===== config.mk =====
export PLATFORM = sky130hd
export DESIGN_NAME = dmem_trace_buffer
export DESIGN_NICKNAME = d
export VERILOG_FILES = /design/src/rtl/dmem_trace_pkg.sv /design/src/rtl/trace_fifo.sv /design/src/rtl/dmem_trace_buffer.sv
export SDC_FILE = /design/constraint.sdc
export NUM_CORES = 1
export LEC_CHECK = 0
export ABC_AREA = 1
export BUFFER_PORTS_ARGS = -buffer_cell sky130_fd_sc_hd__clkbuf_2
export CORE_AREA = 2 2 273 275
export CTS_BUF_LIST = sky130_fd_sc_hd__clkbuf_8
export CTS_CLUSTER_SIZE = 14
export DETAILED_ROUTE_END_ITERATION = 10
export DIE_AREA = 0 0 275 277
export HOLD_SLACK_MARGIN = 0.05
export PLACE_DENSITY_LB_ADDON = 0.12
export SYNTH_ARGS = -nofsm -noshare
export SYNTH_HDL_FRONTEND = slang
export SYNTH_HIERARCHICAL = 1
export SYNTH_SLANG_ARGS = --single-unit

===== constraint.sdc =====
create_clock -name clk -period 12.7 [get_ports clk]
set_input_delay 0.635 -clock clk [delete_from_list [all_inputs] [get_ports clk]]
set_output_delay 0.635 -clock clk [all_outputs]
set_load 0.01 [all_outputs]

===== src/rtl/dmem_trace_pkg.sv =====
// Shared types for the data-memory trace buffer: record layout and drain states.
// Latency: n/a (types and constants only).
// Backpressure: n/a.
package dmem_trace_pkg;

  // One captured transaction. The field order sets the packed layout.
  localparam int REC_W = 98;

  typedef struct packed {
    logic [31:0] addr;
    logic [31:0] wdata;
    logic [31:0] rdata;
    logic        read;
    logic        write;
  } trace_rec_t;

  typedef enum logic [1:0] {
    IDLE,
    SETUP,
    STROBE,
    GAP
  } drain_state_e;

endpackage


===== src/rtl/trace_fifo.sv =====
// Synchronous FIFO of trace records; storage is not reset, pointers and count are.
// Latency: a push is visible at the head one cycle after its edge; count updates on that edge.
// Backpressure: a push while full is ignored unless a pop occurs on the same edge.
//
// Ports:
//   clk, rst_n             clock, async active-low reset (shared with parent)
//   push, push_dat         write request and record
//   pop                    remove head (ignored while empty)
//   head_dat               current head record (valid while !empty)
//   full, empty, count     occupancy; count carries one extra bit so full != empty
module trace_fifo
  import dmem_trace_pkg::*;
#(
  parameter int DEPTH = 8
) (
  input  logic                   clk,
  input  logic                   rst_n,
  input  logic                   push,
  input  trace_rec_t             push_dat,
  input  logic                   pop,
  output trace_rec_t             head_dat,
  output logic                   full,
  output logic                   empty,
  output logic [$clog2(DEPTH):0] count
);

  localparam int AW = $clog2(DEPTH);
  localparam int CW = AW + 1;
  localparam logic [AW-1:0] PTR_ONE  = AW'(1);
  localparam logic [CW-1:0] CNT_ONE  = CW'(1);
  localparam logic [CW-1:0] CNT_FULL = CW'(DEPTH);

  logic [REC_W-1:0] mem_q [DEPTH];
  logic [AW-1:0]    wr_ptr_q, wr_ptr_d;
  logic [AW-1:0]    rd_ptr_q, rd_ptr_d;
  logic [CW-1:0]    count_q, count_d;
  logic             do_push, do_pop;

  assign full  = (count_q == CNT_FULL);
  assign empty = (count_q == '0);

  // A push into a full FIFO is only legal when the head leaves on the same edge.
  assign do_pop  = pop & ~empty;
  assign do_push = push & (~full | do_pop);

  always_comb begin
    wr_ptr_d = wr_ptr_q;
    rd_ptr_d = rd_ptr_q;
    count_d  = count_q;
    // DEPTH is a power of two, so pointers wrap by natural overflow.
    if (do_push) wr_ptr_d = wr_ptr_q + PTR_ONE;
    if (do_pop)  rd_ptr_d = rd_ptr_q + PTR_ONE;
    case ({do_push, do_pop})
      2'b10:   count_d = count_q + CNT_ONE;
      2'b01:   count_d = count_q - CNT_ONE;
      default: count_d = count_q;
    endcase
  end

  always_ff @(posedge clk or negedge rst_n) begin
    if (!rst_n) begin
      wr_ptr_q <= '0;
      rd_ptr_q <= '0;
      count_q  <= '0;
    end else begin
      wr_ptr_q <= wr_ptr_d;
      rd_ptr_q <= rd_ptr_d;
      count_q  <= count_d;
    end
  end

  // Storage needs no reset: the head is only consumed while count says non-empty.
  always_ff @(posedge clk) begin
    if (do_push) mem_q[wr_ptr_q] <= push_dat;
  end

  assign head_dat = mem_q[rd_ptr_q];
  assign count    = count_q;

endmodule


===== src/rtl/dmem_trace_buffer.sv =====
// Captures every CPU data-memory access into a FIFO and replays each as a stable record plus an isolated strobe.
// Latency: capture in cycle 0 -> out_* valid in cycle 2, out_pulse high in cycle 3; one record per 3 cycles.
// Backpressure: none toward the CPU; captures arriving while full (and no pop) are dropped and counted.
//
// Ports:
//   clk, reset                          clock, async active-low reset
//   cap_addr/wdata/rdata/read/write     transaction observed this cycle (captured if read|write)
//   clear                               zero overflow and drop_cnt
//   out_addr/wdata/rdata/read/write     replayed record, held between loads
//   out_pulse                           one-cycle strobe; rising edge marks the record valid
//   count                               FIFO occupancy
//   overflow, drop_cnt                  sticky drop flag and saturating drop counter
module dmem_trace_buffer
  import dmem_trace_pkg::*;
#(
  parameter int DEPTH = 8,
  parameter int CNT_W = 16
) (
  input  logic                   clk,
  input  logic                   reset,
  input  logic [31:0]            cap_addr,
  input  logic [31:0]            cap_wdata,
  input  logic [31:0]            cap_rdata,
  input  logic                   cap_read,
  input  logic                   cap_write,
  input  logic                   clear,
  output logic [31:0]            out_addr,
  output logic [31:0]            out_wdata,
  output logic [31:0]            out_rdata,
  output logic                   out_read,
  output logic                   out_write,
  output logic                   out_pulse,
  output logic [$clog2(DEPTH):0] count,
  output logic                   overflow,
  output logic [CNT_W-1:0]       drop_cnt
);

  localparam logic [CNT_W-1:0] CNT_MAX = '1;
  localparam logic [CNT_W-1:0] CNT_ONE = CNT_W'(1);

  trace_rec_t       cap_rec, head_rec;
  trace_rec_t       out_rec_q, out_rec_d;
  drain_state_e     state_q, state_d;
  logic             pulse_q, pulse_d;
  logic             overflow_q, overflow_d;
  logic [CNT_W-1:0] drop_cnt_q, drop_cnt_d;
  logic             cap_vld, fifo_full, fifo_empty;
  logic             pop, push_ok, drop;

  // Both flags high is a legal (if odd) record and is kept verbatim.
  assign cap_vld = cap_read | cap_write;
  assign cap_rec = '{addr: cap_addr, wdata: cap_wdata, rdata: cap_rdata,
                     read: cap_read, write: cap_write};

  // Records are loaded only from IDLE or GAP, which fixes the 3-cycle cadence.
  assign pop     = ((state_q == IDLE) || (state_q == GAP)) && !fifo_empty;
  // A slot freed by this edge's pop can take this edge's capture.
  assign push_ok = cap_vld & (~fifo_full | pop);
  assign drop    = cap_vld & fifo_full & ~pop;

  trace_fifo #(
    .DEPTH (DEPTH)
  ) u_fifo (
    .clk      (clk),
    .rst_n    (reset),
    .push     (push_ok),
    .push_dat (cap_rec),
    .pop      (pop),
    .head_dat (head_rec),
    .full     (fifo_full),
    .empty    (fifo_empty),
    .count    (count)
  );

  always_comb begin
    state_d = state_q;
    case (state_q)
      IDLE:    if (pop) state_d = SETUP;
      SETUP:   state_d = STROBE;
      STROBE:  state_d = GAP;
      GAP:     state_d = pop ? SETUP : IDLE;
      default: state_d = IDLE;
    endcase

    out_rec_d = pop ? head_rec : out_rec_q;

    // Registered strobe: high exactly for the cycle spent in STROBE.
    pulse_d = (state_q == SETUP);

    // Clear first, then a same-edge drop counts from zero.
    overflow_d = clear ? 1'b0 : overflow_q;
    drop_cnt_d = clear ? '0 : drop_cnt_q;
    if (drop) begin
      overflow_d = 1'b1;
      if (drop_cnt_d != CNT_MAX) drop_cnt_d = drop_cnt_d + CNT_ONE;
    end
  end

  always_ff @(posedge clk or negedge reset) begin
    if (!reset) begin
      state_q    <= IDLE;
      out_rec_q  <= '0;
      pulse_q    <= 1'b0;
      overflow_q <= 1'b0;
      drop_cnt_q <= '0;
    end else begin
      state_q    <= state_d;
      out_rec_q  <= out_rec_d;
      pulse_q    <= pulse_d;
      overflow_q <= overflow_d;
      drop_cnt_q <= drop_cnt_d;
    end
  end

  assign out_addr  = out_rec_q.addr;
  assign out_wdata = out_rec_q.wdata;
  assign out_rdata = out_rec_q.rdata;
  assign out_read  = out_rec_q.read;
  assign out_write = out_rec_q.write;
  assign out_pulse = pulse_q;
  assign overflow  = overflow_q;
  assign drop_cnt  = drop_cnt_q;

endmodule


==> impl_summary.log <==
INFO  metric layout_worst_path_cycle_share = 34.1%
INFO  metric fraction_of_final_layout_cells_sized_beyond_drive_strength_1 = 15.0%
INFO  metric synth.area.top_cells = edfxtp_1 65%, dfrtp_1 8.9%, nand2_1 6.9%
INFO  metric drt-vias-per-instance = 5.36
INFO  metric final_clock_skew = 33.2 ps
INFO  metric setup-violations-final = 0
INFO  metric post_cts.resized_instances = 0
INFO  metric worst_hold_path_type = in -> reg
INFO  metric power_density_normalized_to_cell_area = 253 mW/mm^2
INFO  metric worst-r2r-cell-count = 9
INFO  metric tritoncts_num_sinks = 912
INFO  metric run_status = complete, no violations
INFO  metric worst_slack = 8370 ps
INFO  metric synth_compound_area_share = 7.40%
INFO  metric fin_crit = 4330 ps
INFO  metric synth_cell_type_count = 33
INFO  metric route.met3.wl = 4870 um
INFO  metric vdd.ir_drop.worst = 0.000330 V
INFO  metric ys_seq_elements = 912
INFO  metric core.rowCount = 100
INFO  metric synth_sequential_area_ratio = 73.9%
INFO  metric drt.antenna.violating_nets = 0
INFO  metric synth_top_area_cell = edfxtp_1
INFO  metric wl_met1 = 36300 um
INFO  metric port-buffer-count = 220
INFO  metric grt_first_pass_wirelength = 131000 um
INFO  metric netlist_area = 0.0362 mm^2
INFO  metric post_synth_and_or_nand_nor_area_fraction = 12.5%
INFO  metric synth_area_per_cell = 12.4 um^2
INFO  metric worst_slew_margin_rel = 15.5%
INFO  metric slew_at_the_pin_with_the_worst_max_slew_slack = 1270 ps
INFO  metric grt_setup_unrepaired = false
INFO  metric track_usage = 22.5%
INFO  metric io_pins = 221
INFO  metric reg2reg_from = state_q[0]$_DFFE_PN0P_
INFO  metric start_util = 49.2%
INFO  metric synth-adder-area-share = 0.332%
INFO  metric most_instantiated_flip_flop_cell_in_the_synthesis_netlist = edfxtp_1
INFO  metric main_combinational_cell_family_by_area_after_synthesis = simple AND/OR/NAND/NOR gates
INFO  metric worst_skew_pair.late_latency = 780 ps
INFO  metric final.setup.tns = 0 ps
INFO  metric muxShareOfSynthArea = 2.74%
INFO  metric routed_via_count = 22800
INFO  metric grt_pass1_vias = 23100
INFO  metric reg2reg_slack = 8370 ps
INFO  metric post_drt_wl_per_cell = 20.0 um
INFO  metric clk_root_buffer_cell = clkbuf_8
INFO  metric place.detailed.hpwl = 44200 um
INFO  metric power_leakage = 15.9 nW
INFO  metric dr.pass1.iters = 5
INFO  metric endpoint_kind_of_the_worst_setup_timing_path = flip-flop
INFO  metric detailed_route_wire_length = 85000 um
INFO  metric finalMaxSlewViolations = 0
INFO  metric p_total = 10.3 mW
INFO  metric synth-warning-count = 6
INFO  metric ctsLongestPathBuffers = 3
INFO  metric layout.core_utilization = 55.6%
INFO  metric final_nets = 3260
INFO  metric crit-reg2reg-capture = u_fifo/mem_q[6][32]$_DFFE_PP_
INFO  metric worst_setup_path_startpoint = state_q[0]$_DFFE_PN0P_
INFO  metric fmax = 231 MHz
INFO  metric ctsHtreeMaxLevel = 4
INFO  metric postSynthCellCount = 2908
INFO  metric worst_hold_margin = 136 ps
INFO  metric clk_pin_slew_worst_paths = 60 ps
INFO  metric pre_cts_ws = 8320 ps
INFO  metric grt-ovfl-total = 0
INFO  metric post_cts_buffers = 0
INFO  metric critical_path_class = reg -> reg
INFO  metric drt_drc_violations_left = 0
INFO  metric critPathCapture = u_fifo/mem_q[6][32]$_DFFE_PP_
INFO  metric synthToLayoutAreaGrowth = 13.0%
INFO  metric worstPathArrival = 4710 ps
INFO  metric timing.max_cap.violations = 0
INFO  metric post_synth_xor_area_fraction = 0.242%
INFO  metric grt_max_degree = 204
INFO  metric highest_layer = met5
INFO  metric die_width = 275 um
INFO  metric initialDrtViolationCount = 1410
INFO  metric hold_path_startpoint = cap_wdata[18]
INFO  metric tritoncts = built
INFO  metric yosys.area.top_type_share = 65.1%
INFO  metric die_h = 277 um
INFO  metric numCtsBuffers = 150
INFO  metric place_congestion = 0.850
INFO  metric die_area = 0.0762 mm^2
INFO  metric fp.coreArea = 0.0736 mm^2
INFO  metric postSynthNetCount = 3018
INFO  metric synth-edff-count = 784
INFO  metric antenna_found_initial = 12
INFO  metric start_kind = flip-flop
INFO  metric final_hold_viol_count = 0
INFO  metric cp_max_fo = 45
INFO  metric worstPathRequired = 13080 ps
INFO  metric wl_met2 = 42200 um
INFO  metric synth-async-reset-ratio = 14.0%
## cell usage after synthesis, drive strengths merged (4+ instances only)
cell,n
a21oi,4
buf,85
clkbuf,80
dfrtp,128
edfxtp,784
ha,8
inv,47
mux2i,98
nand2,674
nand3,32
nand4,8
nor2,434
nor3,6
o21ai,407
o22ai,98
xnor2,5
xor2,5
## state kept, by name (all words and copies together) (netlist names)
name,count
out_write,1
drop_cnt,16
out_wdata,32
overflow,1
state_q,2
u_fifo/rd_ptr_q,3
out_read,1
out_addr,32
out_rdata,32
out_pulse,1
u_fifo/wr_ptr_q,3
u_fifo/mem_q,784
u_fifo/count,4
## metrics by stage
stage | area, um^2 | std cells
after floorplan | 36200 | 2908
after global placement | 38000 | 3966
after detailed placement | 38000 | 3966
after CTS | 40900 | 4240
after global routing | 40900 | 4247
final | 40900 | 4247
## how the worst min path moves through the flow
stage	endpoint	depth (start not counted)
2_1_floorplan	drop_cnt[0]$_DFF_PN0_	0
3_3_place_gp	out_rdata[31]$_DFFE_PN0P_	2
3_5_place_dp	out_wdata[26]$_DFFE_PN0P_	2
4_1_cts	u_fifo/mem_q[5][32]$_DFFE_PP_	1
5_1_grt	u_fifo/mem_q[2][51]$_DFFE_PP_	1
6_report	u_fifo/mem_q[0][52]$_DFFE_PP_	1
## timing repair
| action | in CTS | in global routing |
|---|---|---|
| setup endpoints to repair | 0 | 0 |
| hold buffers | 1 | 0 |
| hold endpoints to repair | 85 | 0 |
## per-layer routing
metal  GRT usage (%)  up-vias
met5               0        -
li1                -    10700
met2            37.7      633
met1            29.2    11300
met3            4.64      123
met4            7.86        8
## cell type report
| class | instances | area, um^2 |
|---|---|---|
| antenna | 7 | 17.5 |
| clock buffer | 170 | 2340 |
| clock inverter | 103 | 514 |
| fill | 6169 | 32700 |
| inverter | 48 | 195 |
| multi-input combinational | 1783 | 8450 |
| sequential | 912 | 26800 |
| tap | 969 | 1210 |
| timing repair buffer | 255 | 1390 |
## kinds of logic after synthesis
logic type,count (synthesis)
and+or+nand+nor,1155
DFF,912
muxes,99
buffers and inverters,213
AOI/OAI and AO/OA,510
xor gates and xnor gates,10
adders and majority gates,9
## worst max-delay path: stages, from the launching register on
cell     delay, ps
dfrtp_1        410
inv_1           90
ha_1           350
nor2_4         130
buf_4          480
nand2_1        270
nand2_1        170
nand3_1        350
nor2_4         890
buf_4          760
## where the power goes
part           internal (mW)  switching [mW]  total [mW]
sequential              4.08           0.312        4.39
clock                   1.28            1.12        2.40
combinational           1.04            2.51        3.55
## placed cells by master (no fill, tap or decap), types with 107 or more instances in the layout
master	netlist	layout
edfxtp_1	784	784
nand2_1	667	667
nor2_1	422	417
o21ai_0	233	233
clkbuf_2	0	219
o21ai_1	174	174
clkbuf_8	0	170
dfrtp_1	128	125
inv_1	41	107
(Power assumes the default switching activity.)
